### config.mk
export PLATFORM = sky130hd
export DESIGN_NAME = dcache_axi_bridge
export DESIGN_NICKNAME = d
export VERILOG_FILES = /design/src/rtl/dcache_axi_bridge.sv
export SDC_FILE = /design/constraint.sdc
export NUM_CORES = 1
export LEC_CHECK = 0
export BUFFER_PORTS_ARGS = -buffer_cell sky130_fd_sc_hd__buf_2
export CAP_MARGIN = 20
export CORE_AREA = 8 8 330 332
export CTS_CLUSTER_DIAMETER = 50
export CTS_CLUSTER_SIZE = 10
export DETAILED_ROUTE_END_ITERATION = 16
export DIE_AREA = 0 0 338 340
export GPL_TIMING_DRIVEN = 0
export PLACE_DENSITY = 0.46
export SLEW_MARGIN = 20
export SYNTH_ARGS = -nofsm -noshare
export SYNTH_HDL_FRONTEND = slang
export SYNTH_SLANG_ARGS = --single-unit
### constraint.sdc
create_clock -name clk -period 3.9 [get_ports clk]
set_input_delay 0.195 -clock clk [delete_from_list [all_inputs] [get_ports clk]]
set_output_delay 0.195 -clock clk [all_outputs]
set_load 0.005 [all_outputs]
### src/rtl/dcache_axi_bridge.sv
// -----------------------------------------------------------------------------
// dcache_axi_bridge
//   AXI4 master-side bridge for the dcache s2 request interface. It accepts
//   single-cycle request pulses and runs each one as a single AXI transaction:
//   a cached line read (INCR burst), a cached line write-back (INCR burst), or
//   an uncached single-word read or write. It returns a done pulse for each
//   transaction, and for reads the assembled line.
//
//   Optional feature macro: DCACHE_AXI_RESP_CHK_EN
//     Adds the sticky output bus_err_o. It is set by any accepted R beat or B
//     response that has a non-OKAY response code, or whose ID is not AXI_ID.
//
// Ports
//   clk, rst_n            clock (posedge), asynchronous active-low reset
//   ca_rreq_i/ca_wreq_i   cached line read / dirty-line write-back request pulses
//   uc_rreq_i/uc_wreq_i   uncached word read / write request pulses
//   addr_i                request address (line-aligned for cached requests)
//   wline_i               dirty line data for a write-back
//   uc_wdata_i/uc_wstrb_i uncached write data / byte enables
//   rend_o, wend_o        read / write done pulses (rline_o valid with rend_o)
//   rline_o               read line; word k = bits [32k+31:32k]
//   busy_o                transaction in flight
//   ar*/r*/aw*/w*/b*      AXI4 master channels
// -----------------------------------------------------------------------------
module dcache_axi_bridge #(
   parameter int unsigned     ID_W       = 4,
   parameter logic [ID_W-1:0] AXI_ID     = '0,
   parameter int unsigned     LINE_WORDS = 8
) (
   input  logic                    clk,
   input  logic                    rst_n,
   input  logic                    ca_rreq_i,
   input  logic                    ca_wreq_i,
   input  logic                    uc_rreq_i,
   input  logic                    uc_wreq_i,
   input  logic [31:0]             addr_i,
   input  logic [32*LINE_WORDS-1:0] wline_i,
   input  logic [31:0]             uc_wdata_i,
   input  logic [3:0]              uc_wstrb_i,
   output logic                    rend_o,
   output logic                    wend_o,
   output logic [32*LINE_WORDS-1:0] rline_o,
   output logic                    busy_o,
`ifdef DCACHE_AXI_RESP_CHK_EN
   output logic                    bus_err_o,
`endif
   output logic [ID_W-1:0]         arid,
   output logic [31:0]             araddr,
   output logic [7:0]              arlen,
   output logic [2:0]              arsize,
   output logic [1:0]              arburst,
   output logic                    arvalid,
   input  logic                    arready,
   input  logic [ID_W-1:0]         rid,
   input  logic [31:0]             rdata,
   input  logic [1:0]              rresp,
   input  logic                    rlast,
   input  logic                    rvalid,
   output logic                    rready,
   output logic [ID_W-1:0]         awid,
   output logic [31:0]             awaddr,
   output logic [7:0]              awlen,
   output logic [2:0]              awsize,
   output logic [1:0]              awburst,
   output logic                    awvalid,
   input  logic                    awready,
   output logic [31:0]             wdata,
   output logic [3:0]              wstrb,
   output logic                    wlast,
   output logic                    wvalid,
   input  logic                    wready,
   input  logic [ID_W-1:0]         bid,
   input  logic [1:0]              bresp,
   input  logic                    bvalid,
   output logic                    bready
);

   localparam int unsigned LW        = 32 * LINE_WORDS;
   localparam int unsigned CNT_W     = $clog2(LINE_WORDS);
   localparam int unsigned OFF_W     = CNT_W + 2;
   localparam logic [7:0]  BURST_LEN = 8'(LINE_WORDS - 1);
   localparam logic [31:0] LINE_MASK = ~((32'd1 << OFF_W) - 32'd1);

   typedef enum logic [2:0] {
      S_IDLE,
      S_AR,
      S_R,
      S_AW,
      S_W,
      S_B
   } state_t;

   state_t             state_q, state_d;
   logic [31:0]        addr_q;
   logic [LW-1:0]      line_q;
   logic [31:0]        uc_wdata_q;
   logic [3:0]         uc_wstrb_q;
   logic               uc_q;
   logic [CNT_W-1:0]   cnt_q;
   logic [LW-1:0]      rline_q;
   logic               rend_q, wend_q;

   logic               accept, acc_uc, acc_rd;
   logic [7:0]         len;
   logic [31:0]        line_word;

   // Request arbitration in IDLE: uc_rreq > uc_wreq > ca_rreq > ca_wreq
   always_comb begin
      state_d = state_q;
      accept  = 1'b0;
      acc_uc  = 1'b0;
      acc_rd  = 1'b0;
      case (state_q)
         S_IDLE: begin
            if (uc_rreq_i) begin
               accept = 1'b1; acc_uc = 1'b1; acc_rd = 1'b1;
            end else if (uc_wreq_i) begin
               accept = 1'b1; acc_uc = 1'b1;
            end else if (ca_rreq_i) begin
               accept = 1'b1; acc_rd = 1'b1;
            end else if (ca_wreq_i) begin
               accept = 1'b1;
            end
            if (accept) state_d = acc_rd ? S_AR : S_AW;
         end
         S_AR:    if (arready)         state_d = S_R;
         S_R:     if (rvalid && rlast) state_d = S_IDLE;
         S_AW:    if (awready)         state_d = S_W;
         S_W:     if (wready && wlast) state_d = S_B;
         S_B:     if (bvalid)          state_d = S_IDLE;
         default:                      state_d = S_IDLE;
      endcase
   end

   always_comb line_word = line_q[32*cnt_q +: 32];

   assign len     = uc_q ? 8'd0 : BURST_LEN;

   assign arid    = AXI_ID;
   assign araddr  = uc_q ? addr_q : (addr_q & LINE_MASK);
   assign arlen   = len;
   assign arsize  = 3'd2;
   assign arburst = 2'b01;
   assign arvalid = (state_q == S_AR);
   assign rready  = (state_q == S_R);

   // Write-back address is already the victim line address; no masking.
   assign awid    = AXI_ID;
   assign awaddr  = addr_q;
   assign awlen   = len;
   assign awsize  = 3'd2;
   assign awburst = 2'b01;
   assign awvalid = (state_q == S_AW);

   // cnt only moves on a W handshake, so wdata/wlast hold while stalled.
   assign wdata   = uc_q ? uc_wdata_q : line_word;
   assign wstrb   = uc_q ? uc_wstrb_q : 4'hF;
   assign wlast   = (8'(cnt_q) == len);
   assign wvalid  = (state_q == S_W);
   assign bready  = (state_q == S_B);

   assign rend_o  = rend_q;
   assign wend_o  = wend_q;
   assign rline_o = rline_q;
   assign busy_o  = (state_q != S_IDLE);

   always_ff @(posedge clk or negedge rst_n) begin
      if (!rst_n) begin
         state_q    <= S_IDLE;
         addr_q     <= '0;
         line_q     <= '0;
         uc_wdata_q <= '0;
         uc_wstrb_q <= '0;
         uc_q       <= 1'b0;
         cnt_q      <= '0;
         rline_q    <= '0;
         rend_q     <= 1'b0;
         wend_q     <= 1'b0;
      end else begin
         state_q <= state_d;
         rend_q  <= (state_q == S_R) && rvalid && rlast;
         wend_q  <= (state_q == S_B) && bvalid;
         if (accept) begin
            addr_q     <= addr_i;
            line_q     <= wline_i;
            uc_wdata_q <= uc_wdata_i;
            uc_wstrb_q <= uc_wstrb_i;
            uc_q       <= acc_uc;
            cnt_q      <= '0;
         end
         if (state_q == S_R && rvalid) begin
            cnt_q <= cnt_q + 1'b1;
            if (uc_q) rline_q <= {LINE_WORDS{rdata}};
            else      rline_q[32*cnt_q +: 32] <= rdata;
         end
         if (state_q == S_W && wready) cnt_q <= cnt_q + 1'b1;
      end
   end

`ifdef DCACHE_AXI_RESP_CHK_EN
   always_ff @(posedge clk or negedge rst_n) begin
      if (!rst_n) begin
         bus_err_o <= 1'b0;
      end else begin
         if (state_q == S_R && rvalid && (rresp != 2'b00 || rid != AXI_ID))
            bus_err_o <= 1'b1;
         if (state_q == S_B && bvalid && (bresp != 2'b00 || bid != AXI_ID))
            bus_err_o <= 1'b1;
      end
   end
`else
   logic unused_resp;
   assign unused_resp = ^{rid, rresp, bid, bresp};
`endif

endmodule

# Yosys cells after proc, flatten, opt, wreduce, memory -nomap -nowiden
# Cells that the tools add are included.
classes:
  n_eq_ne: 12
  mux: 30
  n_reduce_logical: 10
  shifts: 3
  addsub: 2
ops:
  columns: ["cell", "n"]
  rows:
  - ["bitwise mux 256 bit", 1]
  - ["two-way mux 256 bit", 1]
  - ["variable shift 32 x 34 -> 256 bit (first input constant)", 1]
  - ["indexed part select 256 x 9 -> 32 bit", 1]
  - ["indexed part select 32 x 34 -> 256 bit", 1]
  - ["negation 8 -> 34 bit", 1]
  - ["two-way mux 32 bit", 1]
  - ["two-way mux 3 bit", 10]
  - ["case mux 3 bit (6 select lines)", 1]
  - ["two-way mux 1 bit", 13]
  - ["inequality test 2 x 1 -> 1 bit (second input constant)", 4]
  - ["equality test 3 x 2 -> 1 bit (second input constant)", 2]
  - ["equality test 3 bit (second input constant)", 2]
  - ["logical AND 1 bit", 6]
  - ["AND reduction 6 bit", 1]
  - ["nonzero test 3 bit", 2]
  - ["two-way mux 5 bit", 1]
  - ["two-way mux 4 bit", 1]
  - ["inequality test 2 bit (second input constant)", 2]
  - ["adder 3 x 1 -> 3 bit (second input constant)", 1]
  - ["equality test 3 x 1 -> 1 bit (second input constant)", 1]
  - ["equality test 3 bit", 1]
  - ["logical NOT 3 bit", 1]
  - ["two-way mux 2 bit", 1]
totals:
  wordCells: 67
  reg_bits: 589
  in_bits: 380
  out_inout_bits: 399

# Depth between registers and ports, before layout
depth:
  ltp_word: 9
  mapped_depth: 13
  mapped_depth_nobuf: 7

# Worst setup path after synthesis
# Ideal clock, no wire load.
synth_timing:
  kind: "register to register"
  start: "reg cnt_q[0]"
  end: "reg rline_q[130] (netlist: rline_o[130])"
  setup_time_ns: 0.125
  path_slack_ns: 1.076
  synth_period_minus_slack_ns: 2.824
  required_time_ns: 3.775
  path_stages_with_launch: 13
  arrival_time_ns: 2.699
  path_buffers: 6
  cell_sequence: "dfrtp_1 buf_6 buf_6 buf_4 buf_4 inv_1 ha_1 ha_1 buf_2 o2111ai_1 a21oi_4 buf_6 mux2_2"
synth_via:
  elab_chain_len: 4
  word_cells_on_any_way: 5
  classes_between: "add/sub (1); shift (2); mux (2)"
synth_rtl:
  columns: ["element", "line_no", "rtl"]
  rows:
  - ["start, declared", "99", "logic [CNT_W-1:0] cnt_q;"]
  - ["start signal, assigned", "192", "cnt_q <= cnt_q + 1'b1;"]
  - ["start signal, assigned", "196", "if (state_q == S_W && wready) cnt_q <= cnt_q + 1'b1;"]
  - ["negation 8 -> 34 bit (*)", "194", "else rline_q[32*cnt_q +: 32] <= rdata;"]
  - ["indexed part select 32 x 34 -> 256 bit / variable shift 32 x 34 -> 256 bit (equally long branches)", "194", null]
  - ["bitwise mux 256 bit (*)", "194", null]
  - ["two-way mux 256 bit (*)", "193", "if (uc_q) rline_q <= {LINE_WORDS{rdata}};"]
  - ["end signal, assigned", "193", null]
  - ["end signal, assigned by index", "194", null]
  - ["end, declared", "100", "logic [LW-1:0] rline_q;"]
# Every way passes the cells marked *; elsewhere a longest branch is shown, timed or not.
# A chain may end at the register's enable or synchronous reset.

# Worst setup path after layout
layout_timing:
  start: "reg cnt_q[0]"
  end: "reg rline_q[7] (netlist: rline_o[7])"
# Same word-level chain as after synthesis.

==> flow_summary.yaml <==
sta:
  finalCritPeriodShare: 0.9470
  rsz0062_at_grt: "no"
  skew_ns: 0.02384
  hold_viol: 0
  setup_viol: 0
  relSlewSlack: 0.4179
  fmax_mhz: 270.8
  worstMarginPinSlew_ns: 0.8732
  hold_slack_ns: 0.06994
  final_max_slew_viol_count: 0
  min_period_ns: 3.693
  worst_slack_ns: 0.2066
  setup-tns-final_ns: 0
route:
  drt-wirelength-per-cell_microns: 23.32
  dr.pass1.iters: 5
  drt_drc_violations_left: 0
  vias: 20700
  ant_nets: 0
  drtIter0Drc: 891
  avgViaCountPerCell: 4.428
  drt_wl_total_microns: 109000
clock_network:
  cts.htree.levels: 3
  cts_buffers: 91
  clk_pin_slew_worst_paths_ns: 0.05
  cts.sinks: 589
  cts.path.max_buffers: 3
  clockRootBuffer: "clkbuf_16"
  clk_latency_ns: 0.64
  cts_tree: "done"
setup_path:
  path_cells: "buf_6 -> buf_6 -> buf_4 -> buf_4 -> inv_1 -> ha_1 -> ha_1 -> buf_2 -> nor2_1 -> nand4_1 -> a21oi_4 -> buf_2 -> a22o_1"
  critPathMaxStageDelay_ns: 0.42
  crit_required_ns: 4.46
  worstSetupEndpointType: "flip-flop"
  crit_arrival_ns: 4.25
  path_max_fanout: 10
  start_kind: "flip-flop"
  worstSetupPathType: "flip-flop to flip-flop"
  slowest_stage: "dfrtp_1"
floorplan:
  die_y_microns: 340
  core_sq_um: 104100
  dieArea_sq_um: 114900
  fp-row-count: 119
  fp.dieW_microns: 338
  start_util: 0.2466
  pin_count: 779
synth:
  synth_area_leaders: "dfrtp_1 (57%), mux2_1 (13%), mux2_2 (3.9%), o21ai_0 (3.7%), nand2_1 (3.6%)"
  synth_edf_count: 0
  synth_cell_types: 54
  async_reset_ff_frac: 1.000
  synthTopCellsByCount: "dfrtp_1 (589), mux2_1 (301), nand2_1 (248)"
  yosysSeqAreaShare: 0.5742
  synth_top_cell_by_area: "dfrtp_1"
  syn_area_per_cell_sq_um: 13.06
  synth-warning-count: 0
  synth_top_cell_area_share: 0.5742
  synth.cell_area_sq_um: 25670
  ys_ff_latch: 589
  synth_cells: 1965
  synthFlopType: "dfrtp_1"
  yosysMostFrequentCell: "dfrtp_1"
cells_and_area:
  drive_above_1_share: 0.3680
  area_delta_synth_final_pct: 49.08
  final_area_sq_um: 38260
  final_nets: 3581
power:
  power_density_nw_per_um2: 836.1
  p_sw_frac: 0.3600
  ir_drop_v: 0.0004134
  switchingPower_mw: 11.52
  power.total_mw: 31.99
  internal-power_mw: 20.47
  p_clk_frac: 0.259
  comb_power_share: 0.407
  leakage_nw: 18.02
  pwr-share-seq: 0.334
grt:
  use_met2: 0.3161
  use_met3: 0.04816
  antenna_found_initial: 20
  first_global_vias: 22610
  grt_first_pass_wirelength_microns: 156800
  grt_usage: 0.1834
  grt_max_degree: 88
  grt_overflow_total: 0
  busiest_layer: "met2"
  grt_use_met1: 0.2247
status:
  status: "finished, final reports clean"
placement:
  gp_congestion: 0.7749
  dpl_worst_slack_ns: -0.4047
  io_buffers: 738
  dp_hpwl_microns: 82650
  post_dp_cell_area_sq_um: 31400
flow_run:
  cap_violations: 0
worst_hold_path:
  hold_path_class: "input pin to asynchronous set/reset pin"
==> power by group through the flow <==
stage                     clock (mW)  combinational (mW)  sequential, mW
after floorplan                    0                7.28            10.4
after global placement             0                12.8            10.8
after detailed placement           0                13.0            10.8
after CTS                       8.48                13.4            10.7
after global routing            8.74                14.2            11.1
final                           8.28                13.0            10.7
==> worst paths after layout <==
| path | from | endpoint | slack [ns] | cells past startpoint |
|---|---|---|---|---|
| worst max-delay path | cnt_q[0] | rline_o[7] | 0.21 | 13 |
| worst min-delay path | rst_n | line_q[21] | 0.07 | 2 |
| worst max register to register | cnt_q[0] | rline_o[7] | 0.21 | 13 |
| worst min register to register | rline_o[64] | rline_o[64] | 0.47 | 2 |
| max in group asynchronous | rst_n | rline_o[53] | 2.48 | 4 |
| min in group clk | uc_rreq_i | state_q[1] | 0.10 | 4 |
==> area by class of cell <==
type                       count  area (sq um)
timing repair buffer        1110          7560
buffer                       196          1419
tap                         1391          1740
clock inverter                45         523.0
fill                       10370         65810
sequential                   589         14740
antenna                       18         45.04
clock buffer                 120          2570
multi-input combinational   1166          9518
inverter                      40         150.1
==> cell usage in the layout, fill, tap and decap left out, types with 9 or more instances in the layout <==
| cell type | instances |
|---|---|
| dfrtp_1 | 589 |
| mux4_2 | 25 |
| clkbuf_1 | 38 |
| mux2_2 | 89 |
| clkinv_2 | 14 |
| buf_6 | 44 |
| o221ai_1 | 32 |
| buf_2 | 778 |
| nand2_1 | 248 |
| clkbuf_8 | 12 |
| clkbuf_16 | 94 |
| mux2i_1 | 65 |
| a22o_1 | 64 |
| conb_1 | 28 |
| clkinvlp_4 | 9 |
| dlygate4sd3_1 | 364 |
| inv_1 | 38 |
| diode_2 | 18 |
| nand3_1 | 32 |
| o21ai_0 | 191 |
| mux2_1 | 301 |
| buf_4 | 78 |
==> per-stage QoR <==
step | util | instances
final | 0.3677 | 4675
after global routing | 0.3675 | 4669
after CTS | 0.3667 | 4656
after detailed placement | 0.3017 | 4127
after global placement | 0.2998 | 4120
after floorplan | - | 1991
==> repair_timing <==
action / CTS / global route
hold buffers: 364 / 0
resized for setup: 5 / 13
endpoints found under the hold margin: 841 / 0
setup endpoints to repair: 43 / 94
setup buffers: 0 / 1
cloned: 0 / 0
pin swaps: 0 / 2
==> state kept, by name (all words and copies together) (netlist names), 3 cells and up <==
register,cells
line_q,256
rline_o,256
awaddr,32
uc_wdata_q,32
uc_wstrb_q,4
cnt_q,3
state_q,3
==> critical path: cells and delay by family, from the launching register on <==
kind | cells | cell delay (ns)
and+or+nand+nor | 2 | 0.31
adders and majority gates | 2 | 0.55
AOI/OAI and AO/OA | 2 | 0.57
DFF | 1 | 0.42
buffers and inverters | 7 | 1.72
==> routing by layer <==
layer	wire (microns)	part of all wire
met3	7742	0.071
met5	25	0.00023
met2	53670	0.49
met4	3004	0.028
met1	44600	0.41
==> kinds of logic after synthesis <==
family          count (synthesis)  share of synthesized area
mux                           487                     0.2256
buf+inv                       236                    0.06079
fa+ha+maj                       7                   0.003412
compound gates                322                    0.08063
simple gates                  322                    0.05508
other cells                     2                  0.0002926
flops                         589                     0.5742
(Power assumes the default switching activity.)
